==> config.mk <==
export PLATFORM = sky130hd
export DESIGN_NAME = axi_wr_arbiter_rr
export DESIGN_NICKNAME = d
export VERILOG_FILES = /design/src/rtl/axi_arb_pkg.sv /design/src/rtl/axi_rr_picker.sv /design/src/rtl/axi_wr_arbiter_rr.sv
export SDC_FILE = /design/constraint.sdc
export NUM_CORES = 1
export LEC_CHECK = 0
export ABC_AREA = 1
export CORE_AREA = 2 2 39 41
export DETAILED_ROUTE_END_ITERATION = 6
export DIE_AREA = 0 0 41 43
export DONT_BUFFER_PORTS = 1
export PLACE_DENSITY = 0.58
export SLEW_MARGIN = 30
export SYNTH_ARGS = -nofsm -noshare
export SYNTH_HDL_FRONTEND = slang
export SYNTH_HIERARCHICAL = 1
export SYNTH_SLANG_ARGS = --single-unit
export TNS_END_PERCENT = 50
==> constraint.sdc <==
create_clock -name clk -period 2.7 [get_ports clk]
set_input_delay 0.405 -clock clk [delete_from_list [all_inputs] [get_ports clk]]
set_output_delay 0.405 -clock clk [all_outputs]
set_load 0.01 [all_outputs]
==> src/rtl/axi_arb_pkg.sv <==
// Shared types and helpers for the AXI write/read channel arbiters.
//   arb_state_t : arbiter FSM states (IDLE, ADDR, DATA, RESP)
//   idx_width() : index width for N requesters, never below 1 bit
package axi_arb_pkg;

   typedef enum logic [1:0] {
      IDLE = 2'd0,
      ADDR = 2'd1,
      DATA = 2'd2,
      RESP = 2'd3
   } arb_state_t;

   // $clog2 returns 0 for a single requester; a zero-width index is not legal
   function automatic int unsigned idx_width(input int unsigned n);
      return (n <= 2) ? 1 : $clog2(n);
   endfunction

endpackage

==> src/rtl/axi_rr_picker.sv <==
// Combinational round-robin select: first set request searching upward from
// (last_idx_i + 1) mod NUM_MASTERS, wrapping.
//   req_i      : request vector
//   last_idx_i : index of the previous winner
//   pick_o     : one-hot winner (all-zero when no request)
//   idx_o      : binary winner index (0 when no request)
//   any_req_o  : at least one request set
module axi_rr_picker
   import axi_arb_pkg::*;
#(
   parameter  int unsigned NUM_MASTERS = 2,
   localparam int unsigned IDX_W       = idx_width(NUM_MASTERS)
) (
   input  logic [NUM_MASTERS-1:0] req_i,
   input  logic [IDX_W-1:0]       last_idx_i,
   output logic [NUM_MASTERS-1:0] pick_o,
   output logic [IDX_W-1:0]       idx_o,
   output logic                   any_req_o
);

   logic        found;
   int unsigned cand;

   // Offsets 1..N visit every port once, ending at last_idx_i itself
   always_comb begin
      pick_o = '0;
      idx_o  = '0;
      found  = 1'b0;
      cand   = 0;
      for (int unsigned i = 1; i <= NUM_MASTERS; i++) begin
         cand = (32'(last_idx_i) + i) % NUM_MASTERS;
         if (!found && req_i[IDX_W'(cand)]) begin
            found                = 1'b1;
            pick_o[IDX_W'(cand)] = 1'b1;
            idx_o                = IDX_W'(cand);
         end
      end
   end

   assign any_req_o = |req_i;

endmodule

==> src/rtl/axi_wr_arbiter_rr.sv <==
// Round-robin AXI write-channel arbiter. Holds the grant for a whole write
// transaction (AW accept, W burst through WLAST, optionally the B response).
// Build option: define AXI_ARB_WAIT_BRESP_EN to hold the grant until the
// B handshake; otherwise the transaction ends at the last W/AW handshake.
//   clk, reset   : clock, asynchronous active-high reset
//   s_awvalid    : AWVALID per requesting port
//   m_awready    : AWREADY from downstream
//   m_wvalid/m_wready/m_wlast : muxed W channel handshake
//   m_bvalid/m_bready         : B channel handshake
//   grant        : one-hot owner, zero when idle
//   grant_idx    : binary owner index, holds last owner when idle
//   grant_valid  : channel currently owned
//   aw_done      : owner's AW handshake already completed
module axi_wr_arbiter_rr
   import axi_arb_pkg::*;
#(
   parameter  int unsigned NUM_MASTERS = 2,
   localparam int unsigned IDX_W       = idx_width(NUM_MASTERS)
) (
   input  logic                   clk,
   input  logic                   reset,
   input  logic [NUM_MASTERS-1:0] s_awvalid,
   input  logic                   m_awready,
   input  logic                   m_wvalid,
   input  logic                   m_wready,
   input  logic                   m_wlast,
   input  logic                   m_bvalid,
   input  logic                   m_bready,
   output logic [NUM_MASTERS-1:0] grant,
   output logic [IDX_W-1:0]       grant_idx,
   output logic                   grant_valid,
   output logic                   aw_done
);

   arb_state_t             state_q;
   logic [NUM_MASTERS-1:0] grant_q;
   logic [IDX_W-1:0]       grant_idx_q;
   logic [IDX_W-1:0]       last_idx_q;
   logic                   grant_valid_q;
   logic                   aw_done_q;
   logic                   wlast_seen_q;

   logic [NUM_MASTERS-1:0] pick;
   logic [IDX_W-1:0]       pick_idx;
   logic                   any_req;
   logic                   aw_fire;
   logic                   wlast_fire;
   logic                   txn_end;

   axi_rr_picker #(
      .NUM_MASTERS (NUM_MASTERS)
   ) u_picker (
      .req_i      (s_awvalid),
      .last_idx_i (last_idx_q),
      .pick_o     (pick),
      .idx_o      (pick_idx),
      .any_req_o  (any_req)
   );

   assign aw_fire    = s_awvalid[grant_idx_q] & m_awready;
   assign wlast_fire = m_wvalid & m_wready & m_wlast;

   // State entered once both AW and the last W beat are done
`ifdef AXI_ARB_WAIT_BRESP_EN
   localparam arb_state_t POST_W = RESP;
   logic b_fire;
   assign b_fire  = m_bvalid & m_bready;
   assign txn_end = (state_q == RESP) && b_fire;
`else
   localparam arb_state_t POST_W = IDLE;
   logic unused_b;
   assign unused_b = m_bvalid & m_bready;
   assign txn_end  = ((state_q == ADDR) && aw_fire && (wlast_seen_q || wlast_fire))
                  || ((state_q == DATA) && wlast_fire);
`endif

   // Arbitration FSM; txn_end overrides the case to clear all ownership state
   always_ff @(posedge clk or posedge reset) begin
      if (reset) begin
         state_q       <= IDLE;
         grant_q       <= '0;
         grant_idx_q   <= '0;
         last_idx_q    <= IDX_W'(NUM_MASTERS - 1);
         grant_valid_q <= 1'b0;
         aw_done_q     <= 1'b0;
         wlast_seen_q  <= 1'b0;
      end else begin
         case (state_q)
            IDLE: begin
               if (any_req) begin
                  grant_q       <= pick;
                  grant_idx_q   <= pick_idx;
                  last_idx_q    <= pick_idx;
                  grant_valid_q <= 1'b1;
                  state_q       <= ADDR;
               end
            end
            ADDR: begin
               if (wlast_fire) wlast_seen_q <= 1'b1;
               if (aw_fire) begin
                  aw_done_q <= 1'b1;
                  state_q   <= (wlast_seen_q || wlast_fire) ? POST_W : DATA;
               end
            end
            DATA: begin
               if (wlast_fire) state_q <= POST_W;
            end
`ifdef AXI_ARB_WAIT_BRESP_EN
            RESP: begin
               state_q <= RESP;
            end
`endif
            default: state_q <= IDLE;
         endcase
         if (txn_end) begin
            state_q       <= IDLE;
            grant_q       <= '0;
            grant_valid_q <= 1'b0;
            aw_done_q     <= 1'b0;
            wlast_seen_q  <= 1'b0;
         end
      end
   end

   assign grant       = grant_q;
   assign grant_idx   = grant_idx_q;
   assign grant_valid = grant_valid_q;
   assign aw_done     = aw_done_q;

endmodule

==> PnR_summary.wiki, run 1 <==
{| class="wikitable"
! Metric !! Value
|-
| Avg Vias per Cell || 4.42
|-
| Post-synthesis instance total || 56
|-
| Arithmetic-cell share of the synthesized area counting full adders, half adders and majority gates || 0%
|-
| Total half-perimeter wirelength after legalization and detailed placement || 618 microns
|-
| Slowest cell on the critical path || dfrtp_1
|-
| Power density cells || 1090 mW/mm^2
|-
| Vert. Die Dim || 43 microns
|-
| Required time of the worst setup path || 2850 ps
|-
| Data arrival time of the worst path || 1320 ps
|-
| Routability Congestion || 0.670
|-
| Residual DRC count || 0
|-
| Hold violation total from the final report || 0
|-
| Warnings, synthesis || 6
|-
| Post-layout min period || 1170 ps
|-
| Relative slew slack || 78.1%
|-
| Worst Reg-to-Reg Cells || 8
|-
| Final max-slew violation count || 0
|-
| Total global-route track usage || 11.0%
|-
| Highest Clock Rate || 856 MHz
|-
| Final layout net count || 72
|-
| Multiplexer share of the synthesized area || 0%
|-
| Distinct cell type count of the synthesized netlist || 15
|-
| Worst reg2reg startpoint || grant_idx
|-
| Antenna violations before repair || 0
|-
| Simple-gate share of the synthesized area || 35.6%
|-
| Number of global-route vias before repair || 316
|-
| Transition time at the pin with the least slew margin || 328 ps
|-
| Most frequent standard cell in the layout excluding fill and tap cells || nand2_1
|-
| Clk_skew || 2.72 ps
|-
| Final setup violation count || 0
|-
| Number of gates resized after cts || 0
|-
| Routed Antenna Nets || 0
|-
| Iteration-0 DRC count of the detailed router || 4
|-
| Total core area || 0.00138 sq mm
|-
| Total power || 535 uW
|-
| Top fanout value on the critical path || 4
|-
| Deepest clock path buffer count || 2
|-
| Layout overhead on the synthesized area || 12.9%
|-
| Cell taking the most area after synthesis || dfrtp_1
|-
| Max-capacitance violation count || 0
|-
| Leftover overflow at the end of global routing || 0
|-
| Per-instance average area after synthesis || 7.78 sq um
|-
| RSZ-0062 raised after global routing || false
|-
| Effective utilization at floorplan || 31.5%
|-
| Dominant combinational cell family by area after synthesis || simple AND/OR/NAND/NOR gates
|-
| Library cell appearing most often on the critical path || nand2_1
|-
| Yosys top cell area share || 46.0%
|-
| Number of placed I/O pins || 15
|-
| Fraction of the yosys area taken by sequential cells || 52.0%
|-
| H-Tree Depth || 1
|-
| Clock tree root driver cell || clkbuf_4
|-
| Commonest cells after routing, fill and taps aside || nand2_1 (22), dfrtp_1 (8), inv_1 (6), nand3_1 (4)
|-
| Crit Path Category || flop to flop
|-
| Register-to-register setup slack || 1530 ps
|-
| Ant. Diodes || 0
|-
| Max rail drop VDD || 0.466 mV
|-
| Min-Delay Startpoint || m_awready
|-
| Die boundary width || 41 microns
|-
| Wire length of the first global-routing pass || 1.28 mm
|-
| Synthesized-area fraction occupied by xor and xnor cells || 0%
|-
| Compound-cell area share of the yosys netlist || 6.32%
|-
| Hold Path Cell Cnt || 3
|-
| Kind of cell adding the most delay to the critical path || simple AND/OR/NAND/NOR gates
|-
| Endpoint of the worst-slack reg-to-reg timing path || state_q[1]
|-
| Fraction of the cycle the final worst path needs || 43.3%
|-
| Count of buffers from port buffering || 0
|-
| Post-route setup TNS || 0 ps
|-
| Synth area leaders || dfrtp_1 (46%), nand2_1 (19%), dfstp_2 (6.0%)
|-
| Post-detailed-routing wire length || 790 microns
|-
| Netlist Area Pre-Place || 435 sq um
|-
| Post-synthesis register bit count || 9
|-
| Syn nets || 66
|-
| Worst-Skew Late Latency || 260 ps
|-
| Clock slew seen by the registers of the worst setup and hold paths || 60 ps
|-
| Startpoint class of the critical path || flop
|-
| Result of the run || finished clean
|-
| Series of cell instances along the critical path || inv_1, nand2_1, nand2_1, nand3_2, nand2_2, nand2_2, nand2_1, nand2_1
|-
| Static leakage power || 0.000264 uW
|-
| Avg WL per Cell || 10.3 microns
|-
| End point of the worst hold path || state_q[0]
|-
| DIE AREA || 0.00176 sq mm
|-
| CTS tree || yes
|-
| First-pass iteration count of the detailed router || 2
|-
| Crit-path max cell delay || 420 ps
|-
| Share of final-layout standard cells stronger than drive strength 1 || 14.8%
|-
| Rows || 14
|-
| Element type at the critical path end || flop
|-
| Maximum number of pins on one net before global-route repair || 10
|-
| CP bufs+invs || 1
|-
| TritonCTS Sinks || 9
|-
| Num CTS Buffers || 3
|-
| Vias post-DR || 340
|-
| Worst min-delay path class || input pin to flop
|}
[what timing repair did]
item                                   4_1_cts  5_1_grt
endpoints found under the hold margin        8        0
hold buffers                                 1        0
setup buffers                                0        0
[cells in the mapped netlist]
| library cell | n |
|---|---|
| nand3_1 | 4 |
| nor2_1 | 3 |
| or2_0 | 1 |
| or2_1 | 1 |
| nand2_1 | 22 |
| inv_1 | 6 |
| nand3_2 | 1 |
| a21oi_1 | 3 |
| nor2_2 | 1 |
| o21ai_0 | 1 |
| inv_2 | 1 |
| dfrtp_1 | 8 |
| dfstp_2 | 1 |
| o21a_1 | 1 |
| nand2_2 | 2 |
[how the worst max path moves through the flow]
stage / start / endpoint / cells after the start / slack, ps
2_1_floorplan: s_awvalid[1] / grant_valid / 4 / 1600
3_3_place_gp: s_awvalid[1] / grant_valid / 4 / 1510
3_5_place_dp: s_awvalid[1] / grant_idx / 5 / 1520
4_1_cts: grant_idx / state_q[1] / 8 / 1520
5_1_grt: grant_idx / aw_done / 8 / 1440
6_report: grant_idx / state_q[1] / 8 / 1530
[cell type report]
cell class | instances | area, sq um
inverters | 7 | 26.3
multi-input cells | 40 | 183
flip-flops and latches | 9 | 226
clock buffers | 4 | 26.3
repair buffers | 1 | 10.0
fillers | 150 | 892
well taps | 16 | 20.0
[logic make-up after synthesis]
kind of cell / count (synthesis)
AOI/OAI and AO/OA: 5
and+or+nand+nor: 35
buffers and inverters: 7
DFF: 9
[sequential cells by signal, indices dropped and copies added, names as in the netlist]
name and flops:
wlast_seen_q 1, aw_done 1, grant_valid 1, state_q 2, grant 2, last_idx_q 1, grant_idx 1
[worst min-delay path, delay by kind of cell]
| family | cells | cell delay, ps |
|---|---|---|
| and+or+nand+nor | 3 | 120 |
[stage by stage]
| step | utilization (%) | hold slack, ps | instances | setup slack, ps | area (sq um) |
|---|---|---|---|---|---|
| floorplan | - | 232 | 56 | 1600 | 435 |
| global placement | 32.9 | 277 | 72 | 1510 | 455 |
| detailed placement | 32.9 | 273 | 72 | 1520 | 455 |
| CTS | 35.5 | 296 | 77 | 1520 | 492 |
| global route | 35.5 | 304 | 77 | 1440 | 492 |
| finish | 35.5 | 305 | 77 | 1530 | 492 |
[per-layer routing]
| metal | wire length, microns | GRT usage, % | vias up |
|---|---|---|---|
| met3 | 51 | 2.09 | 2 |
| met1 | 354 | 15.0 | 146 |
| met5 | 0 | 0 | - |
| met2 | 370 | 14.1 | 11 |
| met4 | 14 | 10.0 | 0 |
| li1 | - | - | 181 |
[where the power goes]
part	leakage [uW]	switching (uW)	internal [uW]	total [uW]
Sequential	0.000107	59.6	204	264
Combinational	0.000142	106	63.0	169
Clock	0.0000150	45.9	56.9	103
Total	0.000264	211	324	535
No activity file was read; power rests on OpenSTA's default activity.
==> run 2: changes to the inputs <==
--- a/config.mk
+++ b/config.mk
@@ -5,12 +5,12 @@
 export SDC_FILE = /design/constraint.sdc
 export NUM_CORES = 1
 export LEC_CHECK = 0
-export ABC_AREA = 1
+export ABC_AREA = 0
 export CORE_AREA = 2 2 39 41
 export DETAILED_ROUTE_END_ITERATION = 6
 export DIE_AREA = 0 0 41 43
 export DONT_BUFFER_PORTS = 1
-export PLACE_DENSITY = 0.58
+export PLACE_DENSITY = 0.62
 export SLEW_MARGIN = 30
 export SYNTH_ARGS = -nofsm -noshare
 export SYNTH_HDL_FRONTEND = slang
==> constraint.sdc (replaced) <==
create_clock -name clk -period 1.2 [get_ports clk]
set_input_delay 0.18 -clock clk [delete_from_list [all_inputs] [get_ports clk]]
set_output_delay 0.18 -clock clk [all_outputs]
set_load 0.01 [all_outputs]
==> PnR_summary.wiki, run 2 <==
{| class="wikitable"
! Metric !! Value
|-
| Result of the run || finished, violations left
|-
| Violated checks || negative setup slack
|-
| Synth area leaders || dfrtp_1 (42%), mux2i_1 (6.3%), a2111oi_4 (5.8%)
|-
| Post-place instance area || 519 sq um
|-
| Crit-path max cell delay || 410 ps
|-
| TritonCTS Sinks || 9
|-
| Top-count cell post-synth || dfrtp_1
|-
| Final layout net count || 62
|-
| Share of final-layout standard cells stronger than drive strength 1 || 41.2%
|-
| Post-detailed-routing wire length || 957 microns
|-
| Warnings, synthesis || 6
|-
| Deepest clock path buffer count || 2
|-
| Synthesized-area fraction occupied by xor and xnor cells || 0%
|-
| Cell taking the most area after synthesis || dfrtp_1
|-
| Number of placed I/O pins || 15
|-
| Highest Clock Rate || 827 MHz
|-
| Total half-perimeter wirelength after legalization and detailed placement || 700 microns
|-
| Post-synthesis instance total || 42
|-
| Layout overhead on the synthesized area || 30.3%
|-
| Data arrival time of the worst path || 1360 ps
|-
| Routability Congestion || 0.663
|-
| Avg WL per Cell || 14.3 microns
|-
| Total global-route track usage || 13.8%
|-
| Clock tree root driver cell || clkbuf_4
|-
| Clock slew seen by the registers of the worst setup and hold paths || 60 ps
|-
| Share of synthesized registers carrying an async set or reset || 100%
|-
| Element type at the critical path end || flop
|-
| Iteration-0 DRC count of the detailed router || 6
|-
| Worst slack on hold paths || 215 ps
|-
| Antenna violations before repair || 0
|-
| Simple-gate share of the synthesized area || 20.8%
|-
| Num CTS Buffers || 3
|-
| Vert. Die Dim || 43 microns
|-
| Syn nets || 52
|-
| Commonest cells after routing, fill and taps aside || dfrtp_1 (6), inv_1 (3), mux2i_1 (3), nor3_1 (3), clkbuf_4 (3)
|-
| Transition time at the pin with the least slew margin || 359 ps
|-
| Dominant combinational cell family by area after synthesis || simple AND/OR/NAND/NOR gates
|-
| Number of global-route vias before repair || 360
|-
| Per-instance average area after synthesis || 11.3 sq um
|-
| CTS tree || yes
|-
| DIE AREA || 0.00176 sq mm
|-
| Hold violation total from the final report || 0
|-
| Multiplexer share of the synthesized area || 13.9%
|-
| Fraction of the cycle the final worst path needs || 101%
|-
| Residual DRC count || 0
|-
| Die boundary width || 41 microns
|-
| Routed Antenna Nets || 0
|-
| Total length of routed met2 wires || 478 microns
|-
| Final setup violation count || 2
|-
| Vias post-DR || 352
|-
| Post-synthesis register bit count || 9
|-
| Static leakage power || 0.000244 uW
|-
| Wire length of the first global-routing pass || 1.61 mm
|-
| Yosys top cell area share || 42.1%
|-
| Top fanout value on the critical path || 4
|-
| RSZ-0062 raised after global routing || true
|-
| Post-route design area || 619 sq um
|-
| Maximum number of pins on one net before global-route repair || 10
|-
| Relative slew slack || 76.1%
|-
| Netlist Area Pre-Place || 475 sq um
|-
| Main flop type after synthesis || dfrtp_1
|-
| Wire length the detailed router placed on met1 || 448 microns
|-
| Arithmetic-cell share of the synthesized area counting full adders, half adders and majority gates || 0%
|-
| Series of cell instances along the critical path || mux2i_4, nor3_4, o32ai_2
|-
| Compound-cell area share of the yosys netlist || 15.3%
|-
| Fraction of the yosys area taken by sequential cells || 47.6%
|-
| Leftover overflow at the end of global routing || 0
|-
| Core occupancy in the finished layout || 44.8%
|-
| Max-capacitance violation count || 0
|-
| Most frequent standard cell in the layout excluding fill and tap cells || dfrtp_1
|-
| Distinct cell type count of the synthesized netlist || 21
|-
| Final max-slew violation count || 0
|-
| Number of enable flip-flop cells after synthesis || 0
|-
| Final worst setup slack || -8.95 ps
|-
| Worst-Skew Late Latency || 250 ps
|-
| Avg Vias per Cell || 5.25
|-
| Rows || 14
|-
| Power density cells || 2360 mW/mm^2
|-
| Max rail drop VDD || 1.01 mV
|-
| Clk_skew || 6.31 ps
|-
| Slowest cell on the critical path || dfrtp_1
|-
| Worst min-delay path class || input pin to flop
|-
| Count of buffers from port buffering || 0
|-
| Ant. Diodes || 0
|-
| Post-layout min period || 1210 ps
|-
| Crit Path Category || flop to flop
|-
| Commonest cells in the synthesized netlist || dfrtp_1 (8), nor3_1 (5), nor2_1 (4)
|-
| Top routing layer used || met3
|-
| H-Tree Depth || 1
|-
| Required time of the worst setup path || 1350 ps
|-
| Effective utilization at floorplan || 34.4%
|-
| Total core area || 0.00138 sq mm
|-
| Startpoint class of the critical path || flop
|-
| First-pass iteration count of the detailed router || 2
|-
| Routed met3 length || 31 microns
|}
## run 2: cell types whose count changed in the layout (fill, tap and decap cells not counted), moves of 2 or more
| cell | previous run | this run |
|---|---|---|
| a21oi_1 | 3 | 0 |
| a21boi_0 | 0 | 2 |
| nand3_1 | 4 | 1 |
| nor3_1 | 0 | 3 |
| mux2i_1 | 0 | 3 |
| dfrtp_1 | 8 | 6 |
| nand2_1 | 22 | 1 |
| buf_6 | 0 | 2 |
| inv_1 | 6 | 3 |
| buf_4 | 0 | 2 |
| dfrtp_2 | 0 | 2 |
| mux2_4 | 0 | 2 |
## run 2: worst paths after layout
| kind | start | endpoint | slack, ps | depth (start not counted) |
|---|---|---|---|---|
| setup reg to reg | grant_idx | wlast_seen_q | -9 | 3 |
| setup / recovery | grant_idx | wlast_seen_q | -9 | 3 |
| max in group asynchronous | reset | last_idx_q | 580 | 2 |
| min in group asynchronous | reset | aw_done | 320 | 2 |
| hold reg to reg | aw_done | aw_done | 610 | 2 |
| hold / removal | s_awvalid[1] | grant[0] | 220 | 3 |
## run 2: cell type report
class | count | area [sq um]
Fill cell | 134 | 764
Multi-Input combinational cell | 30 | 285
Sequential cell | 9 | 229
Timing Repair Buffer | 5 | 47.5
Clock buffer | 4 | 26.3
Tap cell | 16 | 20.0
Inverter | 3 | 11.3
## run 2: kinds of logic (layout without fill, tap and decap cells)
kind of cell,Yosys count,in the layout
AOI/OAI and AO/OA,7,7
buffers and inverters,3,12
DFF,9,9
muxes,6,6
and+or+nand+nor,17,17
## run 2: power by group
group / total, uW / internal, uW / leakage (uW) / switching, uW
registers: 611 / 458 / 0.000104 / 153
logic: 625 / 341 / 0.000125 / 284
clock network: 223 / 127 / 0.0000150 / 95.3
## run 2: worst max-delay path: cells and delay by family, from the launching register on
family	cells	cell delay, ps
AO/OA/AOI/OAI	1	230
flip-flops	1	410
AND/OR/NAND/NOR	1	90
multiplexers	1	380
## run 2: stage by stage
stage / instances / TNS, ps / total power (uW) / worst slack [ps]
after floorplan: 42 / 0 / 919 / 7.45
after global placement: 61 / -255 / 1050 / -67.2
after detailed placement: 61 / -381 / 1070 / -92.3
after CTS: 67 / -13.9 / 1410 / -7.32
after global routing: 67 / -335 / 1570 / -61.1
final: 67 / -16.8 / 1460 / -8.95
## run 2: what timing repair did
| action | 4_1_cts | 5_1_grt |
|---|---|---|
| hold buffers | 1 | 0 |
| hold endpoints to repair | 8 | 0 |
| buffers inserted | 1 | 0 |
| setup endpoints to repair | 7 | 9 |
| resized for setup | 7 | 6 |
| pin swaps | 3 | 1 |
## run 2: per-layer routing
layer	vias to the layer above	GRT usage, %
li1	172	-
met1	174	19.4
met2	6	18.8
met3	0	3.14
met4	0	8.00
met5	-	0
